**src/rtl/led_sequencer.sv**
```systemverilog
`default_nettype none
// ============================================================================
//  Module      : led_sequencer
//  Description : Register-programmed LED pattern sequencer with prescaled
//                step timing, one-shot or looping playback, and abort.
//  Revision    : 1.0 - initial release
// ============================================================================
module led_sequencer (
    input  logic       system_clock_in,
    input  logic       system_reset,
    input  logic       cfg_write,
    input  logic [3:0] cfg_address,
    input  logic [7:0] cfg_data,
    input  logic       start,
    input  logic       stop,
    output logic [3:0] led,
    output logic       busy,
    output logic       done
);

    typedef enum logic [0:0] {
        IDLE = 1'b0,
        RUN  = 1'b1
    } state_t;

    localparam logic [7:0] c_PRESCALE_RST  = 8'hFF;
    localparam logic [2:0] c_LAST_STEP_RST = 3'd7;
    localparam int         c_NUM_PATTERNS  = 8;

    // ------------------------------------------------------------------
    // Configuration register file
    // ------------------------------------------------------------------
    logic [7:0] r_prescale;
    logic [2:0] r_last_step;
    logic       r_loop;
    logic [3:0] r_pattern [c_NUM_PATTERNS];

    logic       w_wr_prescale;
    logic       w_wr_last_step;
    logic       w_wr_loop;
    logic       w_wr_pattern;
    logic [2:0] w_pat_idx;

    assign w_wr_prescale  = cfg_write && (cfg_address == 4'd0);
    assign w_wr_last_step = cfg_write && (cfg_address == 4'd1);
    assign w_wr_loop      = cfg_write && (cfg_address == 4'd2);
    assign w_wr_pattern   = cfg_write && (cfg_address >= 4'd4) && (cfg_address <= 4'd11);
    // (addr - 4) mod 8 for the pattern window 4..11
    assign w_pat_idx      = {~cfg_address[2], cfg_address[1:0]};

    always_ff @(posedge system_clock_in or posedge system_reset) begin
        if (system_reset) begin
            r_prescale  <= c_PRESCALE_RST;
            r_last_step <= c_LAST_STEP_RST;
            r_loop      <= 1'b0;
        end else begin
            if (w_wr_prescale) begin
                r_prescale <= cfg_data;
            end
            if (w_wr_last_step) begin
                r_last_step <= cfg_data[2:0];
            end
            if (w_wr_loop) begin
                r_loop <= cfg_data[0];
            end
        end
    end

    generate
        for (genvar gi = 0; gi < c_NUM_PATTERNS; gi++) begin : g_pattern
            always_ff @(posedge system_clock_in or posedge system_reset) begin
                if (system_reset) begin
                    r_pattern[gi] <= 4'd0;
                end else if (w_wr_pattern && (w_pat_idx == 3'(gi))) begin
                    r_pattern[gi] <= cfg_data[3:0];
                end
            end
        end
    endgenerate

    // ------------------------------------------------------------------
    // Sequencer state
    // ------------------------------------------------------------------
    state_t     r_state;
    logic [2:0] r_step;
    logic [7:0] r_prescaler;
    logic [3:0] r_led;
    logic       r_done;

    state_t     w_state_next;
    logic [2:0] w_step_next;
    logic [7:0] w_prescaler_next;
    logic [3:0] w_led_next;
    logic       w_done_next;

    always_ff @(posedge system_clock_in or posedge system_reset) begin
        if (system_reset) begin
            r_state     <= IDLE;
            r_step      <= 3'd0;
            r_prescaler <= 8'd0;
            r_led       <= 4'd0;
            r_done      <= 1'b0;
        end else begin
            r_state     <= w_state_next;
            r_step      <= w_step_next;
            r_prescaler <= w_prescaler_next;
            r_led       <= w_led_next;
            r_done      <= w_done_next;
        end
    end

    // Timing decisions use the registered config, so a same-cycle write
    // only matters from the following cycle on.
    always_comb begin
        w_state_next     = r_state;
        w_step_next      = r_step;
        w_prescaler_next = r_prescaler;
        w_led_next       = 4'd0;
        w_done_next      = 1'b0;

        case (r_state)
            IDLE: begin
                if (start && !stop) begin
                    w_state_next     = RUN;
                    w_step_next      = 3'd0;
                    w_prescaler_next = r_prescale;
                end
            end
            RUN: begin
                if (stop) begin
                    w_state_next     = IDLE;
                    w_step_next      = 3'd0;
                    w_prescaler_next = 8'd0;
                end else if (r_prescaler == 8'd0) begin
                    w_prescaler_next = r_prescale;
                    // >= rather than == so a shrinking last_step cannot strand us
                    if (r_step >= r_last_step) begin
                        if (r_loop) begin
                            w_step_next = 3'd0;
                        end else begin
                            w_state_next     = IDLE;
                            w_step_next      = 3'd0;
                            w_prescaler_next = 8'd0;
                            w_done_next      = 1'b1;
                        end
                    end else begin
                        w_step_next = r_step + 3'd1;
                    end
                end else begin
                    w_prescaler_next = r_prescaler - 8'd1;
                end
            end
            default: begin
                w_state_next     = IDLE;
                w_step_next      = 3'd0;
                w_prescaler_next = 8'd0;
            end
        endcase

        // Forward a same-cycle pattern write so the displayed entry is never stale
        if (w_state_next == RUN) begin
            if (w_wr_pattern && (w_pat_idx == w_step_next)) begin
                w_led_next = cfg_data[3:0];
            end else begin
                w_led_next = r_pattern[w_step_next];
            end
        end
    end

    assign led  = r_led;
    assign busy = (r_state == RUN);
    assign done = r_done;

endmodule
`default_nettype wire

```
**config.mk**
```make
export PLATFORM = sky130hd
export DESIGN_NAME = led_sequencer
export DESIGN_NICKNAME = d
export VERILOG_FILES = /design/src/rtl/led_sequencer.sv
export SDC_FILE = /design/constraint.sdc
export NUM_CORES = 1
export LEC_CHECK = 0
export CAP_MARGIN = 20
export CORE_UTILIZATION = 25
export CTS_BUF_LIST = sky130_fd_sc_hd__clkbuf_16
export DETAILED_ROUTE_END_ITERATION = 7
export GPL_TIMING_DRIVEN = 0
export PLACE_DENSITY = 0.41
export SYNTH_ARGS = -nofsm -noshare
export SYNTH_HDL_FRONTEND = slang
export SYNTH_SLANG_ARGS = --single-unit
```
**constraint.sdc**
```tcl
create_clock -name system_clock_in -period 3.5 [get_ports system_clock_in]
set_input_delay 0.7 -clock system_clock_in [delete_from_list [all_inputs] [get_ports system_clock_in]]
set_output_delay 0.7 -clock system_clock_in [all_outputs]
set_load 0.01 [all_outputs]
```
Word level (Yosys, flattened, before mapping)
Index checks and enable logic that the tools add are counted.
- register bits after elaboration: 61
- bits of input ports: 17
- output and inout port bits: 6
- word-level logic and storage cells: 82
- add/subtract/negate cells: 2
- $lt $le $gt $ge: 4
- equality and inequality tests: 11
- multiplexer cells: 27
- bitwise operators: 3
- reductions and logical operators: 19
- operator list (kind ; number):
    8-bit 2-to-1 mux ; 5
    4-bit 2-to-1 mux ; 4
    8-bit case mux with 2 select lines ; 1
    1-bit logical AND ; 15
    4-bit binary-select mux with 3-bit select ; 1
    3-bit equality test, second input constant ; 4
    3-bit 2-to-1 mux ; 4
    1-bit 2-to-1 mux ; 10
    8-bit logical NOT ; 1
    8-bit by 1-bit subtractor with 8-bit output, second input constant ; 1
    3-bit by 2-bit equality test with 1-bit output, second input constant ; 2
    3-bit case mux with 2 select lines ; 1
    4-bit by 1-bit equality test with 1-bit output, second input constant ; 1
    4-bit by 2-bit equality test with 1-bit output, second input constant ; 1
    4-bit by 3-bit >= comparator with 1-bit output, second input constant ; 1
    4-bit >= comparator, second input constant ; 1
    4-bit <= comparator, second input constant ; 1
    4-bit logical NOT ; 1
    3-bit NOT with 4-bit output ; 1
    3-bit by 1-bit adder with 3-bit output, second input constant ; 1
    3-bit by 1-bit equality test with 1-bit output, second input constant ; 1
    3-bit equality test ; 1
    3-bit >= comparator ; 1
    3-bit logical NOT ; 1
    4 further kinds ; 5

Depth between registers and ports, before layout
Gate-level depths: netlist (run 1).
- depth in word-level cells: 11
- mapped depth: 12
- gate-level depth less buffers: 11

Worst setup path after synthesis (run 1)
OpenSTA, ideal clock, no wires.
- path type: input -> register
- from: input port start
- to: register r_led[1] (netlist: led[1])
- setup time: 0.143 ns
- arrival: 2.401 ns
- required time: 3.357 ns
- slack: 0.956 ns
- stages on the path: 9
- path buffers: 2
- path through: nor2b_1 -> nor2_1 -> and2_1 -> a221oi_2 -> buf_6 -> buf_12 -> mux2_2 -> a22oi_1 -> a31oi_1
- longest elaborated chain between the ends: 9
- elaborated cells between the ends (all ways): 13
- those cells by class: 1 x eq/ne; 9 x mux; 1 x bitwise; 2 x reduce/logical
- RTL lines (element ; RTL line ; text):
    start: declaration ; 14 ; input logic start,
    1-bit logical AND * ; 123 ; if (start && !stop) begin
    3-bit 2-to-1 mux ; 123 ;
    3-bit case mux with 2 select lines ; 121 ; case (r_state)
    3-bit NOT with 4-bit output (not written as such) ; 165 ; w_led_next = r_pattern[w_step_next];
    4-bit binary-select mux with 3-bit select ; 165 ;
    4-bit 2-to-1 mux (not written as such) (2 in a row) ; 165 ;
    4-bit 2-to-1 mux ; 162 ; if (w_wr_pattern && (w_pat_idx == w_step_next)) begin
    4-bit 2-to-1 mux * ; 161 ; if (w_state_next == RUN) begin
    net w_led_next[1] ; 93 ; logic [3:0] w_led_next;
    end signal: assignment ; 107 ; r_led <= w_led_next;
    end: declaration ; 87 ; logic [3:0] r_led;
Mark *: on every way through the listed nets, which the timed path passes. The rest lies on a longest branch. The select of a mux whose other input is x is not followed.
A chain may end at the register's enable or synchronous reset.

Worst setup path in the final report (run 1)
- from: input port stop
- to: register r_led[1] (netlist: led[1])
- longest elaborated chain between the ends: 10
- elaborated cells between the ends (all ways): 16
- those cells by class: 1 x eq/ne; 11 x mux; 1 x bitwise; 3 x reduce/logical
- RTL lines (element ; RTL line ; text):
    start: declaration ; 15 ; input logic stop,
    1-bit logical NOT ; 123 ;
    1-bit logical AND ; 123 ;
    3-bit 2-to-1 mux ; 123 ;
    3-bit case mux with 2 select lines * ; 121 ;
    net w_step_next[0] ; 91 ; logic [2:0] w_step_next;
    3-bit NOT with 4-bit output (not written as such) ; 165 ;
    4-bit binary-select mux with 3-bit select ; 165 ;
    4-bit 2-to-1 mux (not written as such) (2 in a row) ; 165 ;
    4-bit 2-to-1 mux * ; 162 ;
    4-bit 2-to-1 mux * ; 161 ;
    net w_led_next[1] ; 93 ;
Marked as above.

==> reports/qor.txt, run 1 <==
Fmax -> 316 MHz
P&R area growth vs syn -> 23.0%
total power -> 0.00255 W
M1 WL -> 3630 µm
DRC violations left -> 0
Fin Setup TNS -> 0 ns
vias in the first global route -> 2187
DR iter-0 viols -> 87
Placed Cells -> 452
fin crit period -> 3.17 ns
Crit Path Class -> in2reg
row count -> 40
syn_area_per_cell -> 12.0 µm²
Seq/Total Area, Yosys -> 48.9%
wire length on met2 -> 3530 µm
type of the most critical hold path -> reg2reg
Clk Latency, worst-skew pair -> 0.33 ns
Syn Std Cell Area -> 3150 µm²
layout net count -> 318
Synth top area share -> 39.7%
die height -> 114 µm
Port Buf Inserts -> 21
cell taking the most area after synthesis -> dfrtp_1
via count -> 2101
highest metal used -> met4
worst setup margin -> 0.332 ns
CP max stage delay -> 0.57 ns
CP max FO -> 9
RSZ-0062 raised after global routing -> no
CP dominant cell by count -> a31oi_1
Worst EP arrival -> 3.34 ns
crit path capture type -> register
Routed Wire Length -> 7440 µm
count leader, synth -> mux2_2
crit-path cells -> clkdlybuf4s50_1 > nand2b_1 > a31oi_1 > o21a_1 > nor2_4 > clkinv_1 > xnor2_1 > o2111ai_2 > o21ai_0 > a31oi_1
DR pass1 iterations -> 3
CTS Hold Bufs -> 0
Power Density -> 658 nW/µm²
Synth cell types -> 48
dpl hpwl -> 5170 µm
Peak supply drop -> 0.000214 V
# resized after CTS -> 0
initial antenna violation count -> 0
Clock Sinks -> 61
antenna cells -> 0
Main synth FF type -> dfrtp_1
Required @ worst endpoint -> 3.68 ns
final slew viol count -> 0
post-CTS setup buffers -> 0
gr usage total -> 12.8%
Worst-path clk slew -> 0.05 ns
Finish-stage setup viols -> 0
flops & latches, synth -> 61
WL met3 -> 227 µm
total grt overflow -> 0
Async S/R FF share, synth -> 100%
Antenna Nets Post-Route -> 0
Starting Density -> 25.9%
status -> completed
CTS tree -> yes
number of fill cells -> 1251
TritonCTS buffer count -> 9
Vias/cell -> 4.49
Synth top cells by count -> 53 x mux2_2, 50 x dfrtp_1, 17 x nor2_1
CTS root buf -> clkbuf_16
largest net degree at the start of global routing -> 35
CP max-delay cell -> clkdlybuf4s50_1
leakage -> 1.60 nW
Slew @ Worst Pin -> 0.618 ns
pre-CTS WS -> -0.112 ns
Non-Filler Instances -> 468
ranking of synthesized cells by area -> dfrtp_1 40%, mux2_2 19%, dfstp_2 9.2%, mux2i_1 3.5%, ha_1 2.4%
Die Wd -> 114 µm
# IOs -> 23
register area -> 1540 µm²
core area -> 12200 µm²
GP Congestion -> 0.758
first-pass GRT wire length -> 12200 µm
multi-input logic area -> 1520 µm²
max cap viols -> 0
synth warn -> 0
Clock Skews -> 0.00582 ns
syn_nets -> 285
Syn Inst Count -> 262
slew margin rel. -> 58.6%
Routed wire per std cell -> 15.9 µm
share of cells above drive strength 1 -> 30.3%
H-Tree Depth -> 3
EDFF count, synth -> 0
Hold Vio Cnt, Final -> 0
Critical Path Source Type -> input pin
Clock Tree Buf Depth -> 2
final worst-path cycle share -> 90.5%
die area -> 13000 µm²
[final timing paths]
kind                           startpoint       endpoint  slack, ns  cells past startpoint
setup / recovery                     stop         led[1]       0.33                     10
hold / removal               r_pattern[9]   r_pattern[9]       0.50                      1
setup reg to reg           r_last_step[2]         led[1]       0.69                     11
hold reg to reg              r_pattern[9]   r_pattern[9]       0.50                      1
max in group asynchronous    system_reset  r_pattern[28]       2.11                      3
min in group asynchronous    system_reset   r_pattern[8]       0.78                      2
[cells by family (layout without fill, tap and decap cells)]
family          Yosys count  after routing  share of synthesized area (%)
simple gates             60             60                           10.9
xor+xnor                  6              6                           1.67
mux                      64             64                           22.5
fa+ha+maj                 6              6                           2.38
flops                    61             61                           48.9
compound gates           48             48                           10.9
buf+inv                  17             55                           2.78
[per-layer routing]
metal	track usage (%)	vias up
li1	-	1019
met1	16.6	1053
met2	20.2	24
met3	4.34	5
met4	3.38	0
met5	0	-
[state kept, by name, summed over array words and instances, names as in the netlist]
| signal | cells |
|---|---|
| r_prescaler | 8 |
| r_loop | 1 |
| busy | 1 |
| done | 1 |
| r_pattern | 32 |
| r_prescale | 8 |
| r_last_step | 3 |
| led | 4 |
| r_step | 3 |
[stage by stage]
stage / hold WS, ns / util, % / instance area [µm²]
floorplan: 0.470 / - / 3150
CTS: 0.503 / 31.8 / 3870
finish: 0.503 / 31.8 / 3870
global placement: 0.485 / 29.3 / 3570
detailed placement: 0.490 / 29.5 / 3590
global route: 0.514 / 31.8 / 3870
[final cells by class]
| type | count | share of cell area [%] |
|---|---|---|
| buffer | 8 | 1.39 |
| clock buffer | 9 | 5.82 |
| clock inverter | 7 | 1.45 |
| inverter | 9 | 0.872 |
| multi-input combinational | 184 | 39.3 |
| sequential | 61 | 39.8 |
| tap | 168 | 5.43 |
| timing repair buffer | 22 | 5.95 |
[critical path: cells and delay by family]
family / cells / cell delay [ns]
AO/OA/AOI/OAI: 5 / 1.00
AND/OR/NAND/NOR: 2 / 0.63
XOR/XNOR: 1 / 0.21
buffers and inverters: 2 / 0.80
[cell usage in the layout, fill, tap and decap left out, types with 4 or more instances in the layout]
| cell type | count |
|---|---|
| nand2b_1 | 9 |
| clkdlybuf4s50_1 | 21 |
| dfstp_2 | 11 |
| a31oi_1 | 7 |
| dfrtp_1 | 50 |
| o21ai_1 | 6 |
| mux2_2 | 53 |
| o21ai_0 | 5 |
| a22oi_1 | 4 |
| nand2_1 | 10 |
| clkbuf_1 | 5 |
| inv_1 | 6 |
| a21oi_1 | 8 |
| mux2i_1 | 11 |
| nor2_1 | 17 |
| ha_1 | 6 |
| clkbuf_16 | 9 |
| xnor2_1 | 5 |
| clkinv_1 | 6 |
[power breakdown]
part	switching (W)	total, W	internal [W]
sequential	0.000126	0.00102	0.000896
clock	0.000314	0.000853	0.000538
combinational	0.000338	0.000674	0.000336
total	0.000778	0.00255	0.00177
Note: power is estimated with default switching activity, not from simulation.
==> run 2: changes to the inputs <==
Settings changed: SKIP_CTS_REPAIR_TIMING set to 1.
Clock period 3.5 ns to 3.9 ns, I/O delays scaled along.
==> reports/qor.txt, run 2 (synthesis results as in run 1) <==
Required @ worst endpoint -> 4.08 ns
Reg-to-Reg End -> led[1]
Fmax -> 299 MHz
Peak supply drop -> 0.000192 V
DRC violations left -> 0
type of the most critical hold path -> reg2reg
vias in the first global route -> 2187
status -> completed
Hold Vio Cnt, Final -> 0
end point of the critical path -> led[1]
Power Density -> 591 nW/µm²
crit path capture type -> register
via count -> 2109
share of cells above drive strength 1 -> 30.0%
most frequent cells in the layout -> 53 x mux2_2, 50 x dfrtp_1, 21 x clkdlybuf4s50_1
row count -> 40
initial antenna violation count -> 0
gr usage total -> 12.8%
Critical Path Source Type -> input pin
TritonCTS buffer count -> 9
dpl hpwl -> 5170 µm
Vias/cell -> 4.51
max reg flops -> 32
antenna cells -> 0
Finish-stage setup viols -> 0
Worst-path clk slew -> 0.05 ns
die area -> 13000 µm²
Fin Setup TNS -> 0 ns
Clock Skews -> 0.00582 ns
reg2reg setup slack -> 1.09 ns
Slew @ Worst Pin -> 0.623 ns
max cap viols -> 0
P&R area growth vs syn -> 22.9%
Worst EP arrival -> 3.52 ns
Placed Cells -> 452
core area -> 12200 µm²
Top reg by flops -> r_pattern
Antenna Nets Post-Route -> 0
total grt overflow -> 0
CP max FO -> 9
Top Registers -> r_pattern x32, r_prescale x8, r_prescaler x8
Clk Latency, worst-skew pair -> 0.33 ns
Routed Wire Length -> 7450 µm
Clock Tree Buf Depth -> 2
number of fill cells -> 1250
reg2reg path depth -> 9
Crit. Startpoint -> stop
die height -> 114 µm
Port Buf Inserts -> 21
Die Wd -> 114 µm
Routed wire per std cell -> 15.9 µm
Starting Density -> 25.9%
# IOs -> 23
layout net count -> 318
Clock Sinks -> 61
leading cell type in the layout, fill and taps excluded -> mux2_2
first-pass GRT wire length -> 12200 µm
Non-Filler Instances -> 468
RSZ-0062 raised after global routing -> no
CTS tree -> yes
FF-to-FF Start -> r_prescaler[2]
largest net degree at the start of global routing -> 35
GP Congestion -> 0.758
leakage -> 1.60 nW
H-Tree Depth -> 3
multi-input logic area -> 1520 µm²
final slew viol count -> 0
DR pass1 iterations -> 4
Crit Path Class -> in2reg
CTS root buf -> clkbuf_16
register area -> 1540 µm²
final worst-path cycle share -> 85.8%
fin crit period -> 3.35 ns
slew margin rel. -> 58.4%
DR iter-0 viols -> 90
[run 2: layout make-up]
type / instances / share of cell area [%]
Inverter: 9 / 0.873
Tap cell: 168 / 5.43
Clock inverter: 7 / 1.45
Sequential cell: 61 / 39.8
Timing Repair Buffer: 22 / 5.95
Multi-Input combinational cell: 184 / 39.3
Buffer: 8 / 1.39
Clock buffer: 9 / 5.82
[run 2: stage by stage]
| stage | utilization [%] | area, µm² | power (W) | hold WS, ns | worst slack (ns) |
|---|---|---|---|---|---|
| after global placement | 29.3 | 3570 | 0.00153 | 0.485 | 0.140 |
| after global routing | 31.8 | 3870 | 0.00243 | 0.514 | 0.274 |
| final | 31.8 | 3870 | 0.00229 | 0.503 | 0.555 |
| after CTS | 31.8 | 3870 | 0.00232 | 0.503 | 0.528 |
| after floorplan | - | 3150 | 0.00137 | 0.470 | 1.28 |
| after detailed placement | 29.5 | 3590 | 0.00154 | 0.490 | 0.208 |
[run 2: power by group]
part           switching, W  leakage (nW)  total [W]  internal (W)
combinational      0.000304         0.722   0.000605      0.000301
clock              0.000282         0.133   0.000765      0.000483
sequential         0.000114         0.747   0.000918      0.000804
[run 2: how the worst min path moves through the flow]
stage / startpoint / to / slack, ns / depth (start not counted)
floorplan: r_loop / r_loop / 0.47 / 1
global placement: r_pattern[11] / r_pattern[11] / 0.48 / 1
detailed placement: r_pattern[20] / r_pattern[20] / 0.49 / 1
CTS: r_pattern[20] / r_pattern[20] / 0.50 / 1
global route: r_pattern[28] / r_pattern[28] / 0.51 / 1
finish: r_pattern[9] / r_pattern[9] / 0.50 / 1
[run 2: metal layers]
metal | track usage [%] | wire, µm | up-vias
met3 | 4.34 | 225 | 5
met2 | 20.2 | 3540 | 29
met1 | 16.6 | 3630 | 1056
met5 | 0 | 0 | -
li1 | - | - | 1019
met4 | 3.38 | 54 | 0
[run 2: worst max-delay path, stage by stage]
cell and delay, ns:
clkdlybuf4s50_1 0.49, nor2b_1 0.38, nor2_1 0.26, o21a_1 0.27, nor2_4 0.29, clkinv_1 0.22, xnor2_1 0.21, o2111ai_2 0.29
o21ai_0 0.25, a31oi_1 0.07
==> run 3: changes to the inputs <==
Settings changed: CORE_MARGIN set to 2, DONT_BUFFER_PORTS set to 1, PLACE_DENSITY 0.41 to 0.38.
==> reports/qor.txt, run 3 (synthesis results as in run 1) <==
status -> completed
most frequent cells in the layout -> 53 x mux2_2, 50 x dfrtp_1, 17 x nor2_1
TritonCTS buffer count -> 9
# IOs -> 23
Top Usage Layer GRT -> met2
DR iter-0 viols -> 81
Critical Path Source Type -> input pin
die area -> 13500 µm²
H-Tree Depth -> 3
Antenna Nets Post-Route -> 0
register area -> 1540 µm²
crit-path cells -> nor2b_1 > nor2_1 > o21a_1 > nor2_4 > clkinv_1 > xnor2_1 > o2111ai_2 > o21ai_0 > a31oi_1
Port Buf Inserts -> 0
Clk Latency, worst-skew pair -> 0.33 ns
CP max stage delay -> 0.37 ns
Starting Density -> 25.9%
Top Registers -> r_pattern x32, r_prescale x8, r_prescaler x8
CP max FO -> 9
Clock Tree Buf Depth -> 2
P&R area growth vs syn -> 16.3%
Fmax -> 347 MHz
FF-to-FF Start -> r_prescaler[2]
max cap viols -> 0
end point of the critical path -> led[1]
type of the most critical hold path -> in2async
final worst-path cycle share -> 73.9%
initial antenna violation count -> 0
leading cell type in the layout, fill and taps excluded -> mux2_2
dpl hpwl -> 5300 µm
Slew @ Worst Pin -> 0.638 ns
grt met1 use -> 15.1%
Worst-path clk slew -> 0.05 ns
antenna cells -> 0
total grt overflow -> 0
largest net degree at the start of global routing -> 34
Crit. Startpoint -> start
Die Wd -> 116 µm
Required @ worst endpoint -> 4.07 ns
final slew viol count -> 0
Top reg by flops -> r_pattern
core area -> 12200 µm²
layout net count -> 297
Vias/cell -> 4.63
Routed Wire Length -> 7460 µm
vias in the first global route -> 2167
first-pass GRT wire length -> 12100 µm
DRC violations left -> 0
DR pass1 iterations -> 4
row count -> 40
share of cells above drive strength 1 -> 33.0%
die height -> 116 µm
Hold WS -> 0.419 ns
Worst EP arrival -> 3.05 ns
GP Congestion -> 0.739
met2 GRT Util -> 20.2%
reg2reg path depth -> 9
Fin Setup TNS -> 0 ns
CTS tree -> yes
total power -> 0.00226 W
Hold Vio Cnt, Final -> 0
number of fill cells -> 1261
crit path capture type -> register
fin crit period -> 2.88 ns
max reg flops -> 32
Clock Skews -> 0.00618 ns
met3 Usage GRT -> 3.89%
Power Density -> 616 nW/µm²
Crit Path Class -> in2reg
Routed wire per std cell -> 16.7 µm
RSZ-0062 raised after global routing -> no
via count -> 2070
leakage -> 1.53 nW
Clock Sinks -> 61
CP max-delay cell -> nor2b_1
multi-input logic area -> 1520 µm²
slew margin rel. -> 57.4%
reg2reg setup slack -> 1.04 ns
Peak supply drop -> 0.000272 V
Finish-stage setup viols -> 0
CTS root buf -> clkbuf_16
Reg-to-Reg End -> led[1]
gr usage total -> 12.3%
-- run 3: changes by cell type in the layout (fill, tap and decap cells not counted), sizes merged --
cell,delta
clkinv,-2
inv,+2
clkdlybuf4s50,-21
-- run 3: through the flow --
stage / instance area, µm² / instances / setup WS, ns / utilization, %
finish: 3660 / 447 / 1.02 / 30.1
global route: 3660 / 447 / 0.794 / 30.1
CTS: 3660 / 447 / 0.995 / 30.1
detailed placement: 3380 / 431 / 0.630 / 27.8
global placement: 3360 / 430 / 0.605 / 27.6
floorplan: 3150 / 262 / 1.28 / -
-- run 3: final cells by class --
| cell class | count | area share (%) |
|---|---|---|
| clock inverters | 7 | 1.61 |
| clock buffers | 9 | 6.15 |
| inverters | 9 | 0.922 |
| plain buffers | 8 | 1.47 |
| multi-input cells | 184 | 41.5 |
| repair buffers | 1 | 0.547 |
| well taps | 168 | 5.74 |
| flip-flops and latches | 61 | 42.1 |
-- run 3: worst min-delay path by stage --
stage,startpoint,endpoint,slack [ns],depth (start not counted)
CTS,system_reset,r_prescaler[0],0.44,1
global placement,r_pattern[9],r_pattern[9],0.48,1
finish,system_reset,r_pattern[27],0.42,1
global route,system_reset,r_pattern[26],0.46,1
detailed placement,r_pattern[14],r_pattern[14],0.49,1
floorplan,r_loop,r_loop,0.47,1
-- run 3: routing by layer --
| metal | vias to the layer above | wire length, µm |
|---|---|---|
| met1 | 1051 | 3350 |
| met4 | 0 | 132 |
| li1 | 978 | - |
| met2 | 32 | 3730 |
| met5 | - | 0 |
| met3 | 9 | 249 |
-- run 3: report_power, final --
group          leakage [nW]  total (W)  internal (W)  switching (W)
clock                 0.145   0.000760      0.000484       0.000276
combinational         0.643   0.000574      0.000277       0.000298
sequential            0.747   0.000922      0.000804       0.000117
total                  1.53    0.00226       0.00157       0.000691
-- run 3: critical path: cells and delay by family --
| family | cells | cell delay [ns] |
|---|---|---|
| AND/OR/NAND/NOR | 3 | 0.92 |
| buffers and inverters | 1 | 0.22 |
| AO/OA/AOI/OAI | 4 | 0.92 |
| XOR/XNOR | 1 | 0.20 |
==> patch 1, RTL diff (settings of run 1) <==
The localparam `c_NUM_PATTERNS` goes from 8 to 4.
--- a/src/rtl/led_sequencer.sv
+++ b/src/rtl/led_sequencer.sv
@@ -26,5 +26,5 @@
     localparam logic [7:0] c_PRESCALE_RST  = 8'hFF;
     localparam logic [2:0] c_LAST_STEP_RST = 3'd7;
-    localparam int         c_NUM_PATTERNS  = 8;
+    localparam int         c_NUM_PATTERNS  = 4;
 
     // ------------------------------------------------------------------
Check against the original RTL: not equivalent (a bounded check fails within 10 cycles, from zero or initial values and one cycle with system_reset high).
==> patch 1 against run 1 <==
  * Critical path depth fell by 1
  * Maximum frequency increased by 10%
  * Clock skew down 0.00053 ns
  * Worst setup slack improved by 0.30 ns
  * Synthesized area shrank 26%
  * Largest cell class unchanged
  * Power fell by 21%
  * Die area shrank 25%
  * Largest power group unchanged
  * Cell area down 26%
  * Sequential cell count is 16 lower
  * Routed wire length is 27% lower
==> patch 1: results (changes against run 1) <==
- The flow ran to the end, and the final reports show no timing, DRC or antenna violations.
* Number of I/O port buffers: 22 (+4.8%)
- The met1 layer usage reported by global route is 0.163 (-0.00320).
- Largest net degree at the start of global routing: 33 (-5.7%)
- Net switching fraction of the power: 0.338 (+0.0321)
- Violation count after the first detailed-routing iteration: 88 (+1.1%)
* Arrival time at the worst endpoint: 3.07 ns (-0.27 ns)
- Detail-routed net length per standard cell: 15.5 um (-2.4%)
* Setup skew after layout: 0.00529 ns (-0.000529 ns)
* Most used flip-flop cell after synthesis: dfrtp_1
- Leading registers by flop count: r_pattern: 16 flops, r_prescale: 8 flops, r_prescaler: 8 flops
- Number of distinct library cells after synthesis: 41 (-15%)
* CP Max Fanout: 10 (+1)
- The total iterations of the first detailed-routing run is 4 (+1).
* GRT met3 Usage: 0.0270 (-0.0165)
- GP Congestion: 0.693 (-8.5%)
- Delay of the slowest cell on the worst path: 0.50 ns (-0.07 ns)
- The fraction of layout cells with a size suffix above 1 was 0.239 (-0.0647).
- The commonest cells after synthesis are dfrtp_1, mux2_2, nand2_1.
* Kind of path behind the tightest hold check: reg -> reg
- The clock latency on the worst-skew pair came to 0.28 ns (-0.05 ns).
- The static leakage power is 0.00122 uW (-24%).
- The net count of the mapped netlist is 235 (-18%).
- The CTS buffer count is 5 (-4).
* Area contributors post-synth: dfrtp_1, mux2_2, dfstp_2, mux2i_1, nand2_1
- Vias in the first global route: 1750 (-20%)
* Post-synthesis sequential area ratio: 0.487 (-0.00184)
- Wire length of the first global-routing pass: 9.08 mm (-26%)
- The H-tree depth is 2 (-1).
* Yosys warning count: 0 (unchanged)
- The detailed placer's ending HPWL came to 3.97 mm (-23%).
- Global-route usage over all layers: 0.121 (-0.00656)
- Worst slew margin relative to its limit: 0.568 (-0.0182)
* Met2 track utilization from global routing: 0.199 (-0.00307)
- The average vias per placed instance came to 4.70 (+4.8%).
- Grouping stages by cell kind, the critical path spends the most delay in buffers and inverters.
- The total number of nets in the final design came to 265 (-17%).
- The highest ir drop seen on vdd is 326 uV (+52%).
-- patch 1: changes by cell type after synthesis, sizes merged, moves of 5 or more --
| cell | change |
|---|---|
| a31oi | -5 |
| dfrtp | -16 |
| mux2 | -25 |
| nand2 | +12 |
| nand2b | -7 |
| nor2 | -6 |
-- patch 1: final cells by class --
cell class	count	area, um^2
fillers	910	6010
flip-flops and latches	45	1140
multi-input cells	152	1140
repair buffers	23	240
well taps	108	135
clock buffers	5	125
inverters	11	43.8
clock inverters	3	37.5
plain buffers	4	16.3
-- patch 1: final timing paths --
check                                    start            end  slack (ns)  depth (start not counted)
worst max-delay path                      stop         led[0]        0.63                          9
worst min-delay path              r_pattern[8]   r_pattern[8]        0.50                          1
worst max register to register  r_last_step[2]         led[0]        0.71                          9
worst min register to register    r_pattern[8]   r_pattern[8]        0.50                          1
max in group asynchronous         system_reset  r_prescale[7]        2.26                          3
min in group asynchronous         system_reset   r_pattern[7]        0.69                          2
-- patch 1: layer usage --
metal,part of all wire,vias up
met2,0.45,26
met4,0.0083,0
li1,-,822
met1,0.51,798
met3,0.027,5
met5,0,-
-- patch 1: stage by stage --
stage | std cells | total power [uW] | worst slack, ns | cell area (um^2)
after floorplan | 212 | 1290 | 1.12 | 2340
after global placement | 342 | 1500 | 0.248 | 2690
after detailed placement | 343 | 1500 | 0.326 | 2710
after CTS | 351 | 2040 | 0.607 | 2880
after global routing | 351 | 2160 | 0.443 | 2880
final | 351 | 2010 | 0.627 | 2880
-- patch 1: cells by family after synthesis --
group,share of synthesized area
flops,0.487
simple gates,0.158
compound gates,0.117
mux,0.169
fa+ha+maj,0.0321
buf+inv,0.0257
xor+xnor,0.0107
-- patch 1: power by group through the flow --
stage / combinational [uW] / sequential [uW] / clock [uW]
floorplan: 519 / 771 / 0
global placement: 708 / 792 / 0
detailed placement: 705 / 792 / 0
CTS: 709 / 784 / 543
global route: 791 / 803 / 568
finish: 698 / 783 / 526
==> patch 2, RTL diff (flow settings as in run 1) <==
Without the edit above. Add an input register stage for `cfg_data`, cleared by the reset; this delays it by one clock. The other inputs are not delayed to match.
--- a/src/rtl/led_sequencer.sv
+++ b/src/rtl/led_sequencer.sv
@@ -28,4 +28,14 @@
     localparam int         c_NUM_PATTERNS  = 8;
 
+    logic [7:0] cfg_data_q;
+
+    always_ff @(posedge system_clock_in or posedge system_reset) begin
+        if (system_reset) begin
+            cfg_data_q <= '0;
+        end else begin
+            cfg_data_q <= cfg_data;
+        end
+    end
+
     // ------------------------------------------------------------------
     // Configuration register file
@@ -56,11 +66,11 @@
         end else begin
             if (w_wr_prescale) begin
-                r_prescale <= cfg_data;
+                r_prescale <= cfg_data_q;
             end
             if (w_wr_last_step) begin
-                r_last_step <= cfg_data[2:0];
+                r_last_step <= cfg_data_q[2:0];
             end
             if (w_wr_loop) begin
-                r_loop <= cfg_data[0];
+                r_loop <= cfg_data_q[0];
             end
         end
@@ -73,5 +83,5 @@
                     r_pattern[gi] <= 4'd0;
                 end else if (w_wr_pattern && (w_pat_idx == 3'(gi))) begin
-                    r_pattern[gi] <= cfg_data[3:0];
+                    r_pattern[gi] <= cfg_data_q[3:0];
                 end
             end
@@ -161,5 +171,5 @@
         if (w_state_next == RUN) begin
             if (w_wr_pattern && (w_pat_idx == w_step_next)) begin
-                w_led_next = cfg_data[3:0];
+                w_led_next = cfg_data_q[3:0];
             end else begin
                 w_led_next = r_pattern[w_step_next];
Check against the original RTL: not equivalent (a bounded check fails within 4 cycles, from zero or initial values and one cycle with system_reset high).
==> patch 2 against run 1 <==
  * Synthesized area rose by 6.2%
  * Power rose by 7.0%
  * Largest power group unchanged
  * Non-clock buffer count rose by 4
  * Combinational power rose by 23%
  * Sequential cell count rose by 8
  * Count of clock-buffer cells in the layout did not move
  * Die area rose by 6.1%
  * Critical path depth fell by 1
  * Routed wire length rose by 1.3%
  * Worst setup slack improved by 0.20 ns
  * Synthesized cell count rose by 10%
  * First-iteration DRC count fell by 17%
  * Cell count rose by 6.4%
  * Cell area rose by 4.6%
==> patch 2: results (changes against run 1) <==
- Result of the run: finished clean
- Worst slew margin relative to its limit: 0.565 (-0.0210)
- Arrival time at the worst endpoint: 3.18 ns (-0.16 ns)
- Vias in the first global route: 2302 (+5.3%)
- The number of placed cells counting well taps is 483 (+6.9%).
- The number of cells traversed by the worst register-to-register path came to 10 (-1).
* Global-route usage over all layers: 0.120 (-0.00731)
* Number of detailed-route iterations in the first pass: 4 (+1)
- The highest ir drop seen on vdd is 292 uV (+36%).
- The worst hold path begins at cfg_data_q[6].
* Largest net degree at the start of global routing: 70 (+100%)
* Setup skew after layout: 0.00605 ns (+0.000234 ns)
- Fillers: 1350 (+7.9%)
* HPWL after detailed placement: 5.29 mm (+2.2%)
* Worst Hold Margin: 0.469 ns (-0.0344 ns)
- Final layout net count: 345 (+8.5%)
- The register-to-register path setup slack came to 0.54 ns (-0.15 ns).
- The net count of the mapped netlist is 312 (+9.5%).
- Wire length of the first global-routing pass: 12.5 mm (+2.2%)
* Worst min-delay path endpoint: r_prescale[6]
- The final RePlAce weighted congestion was 0.717 (-5.3%).
- Ranked by instance count, the synthesized netlist is headed by dfrtp_1, mux2_2, nand2_1.
- Fraction of final layout cells sized beyond drive strength 1: 0.248 (-0.0549)
- The clock network fraction of total power is 0.285 (-0.050).
* Number of vias after detailed routing: 2215 (+5.4%)
-- patch 2: cells by family after synthesis --
logic type | Yosys count | synth area share
compound gates | 57 | 0.104
buf+inv | 23 | 0.0412
simple gates | 72 | 0.111
xor+xnor | 1 | 0.00262
flops | 69 | 0.520
fa+ha+maj | 6 | 0.0224
mux | 61 | 0.198
-- patch 2: layout make-up --
type                    instances  area [um^2]  area share
flip-flops and latches         69         1740       0.430
multi-input cells             197         1470       0.362
repair buffers                 22          238      0.0587
clock buffers                   9          225      0.0556
well taps                     172          215      0.0531
plain buffers                  12         83.8      0.0207
inverters                      11         56.3      0.0139
clock inverters                 6         25.0     0.00618
-- patch 2: per-layer routing --
metal	vias up	GRT usage	wire length (um)
met2	23	0.184	3420
met3	14	0.0329	208
met5	-	0	0
met1	1069	0.155	3740
li1	1109	-	-
met4	0	0.0601	168
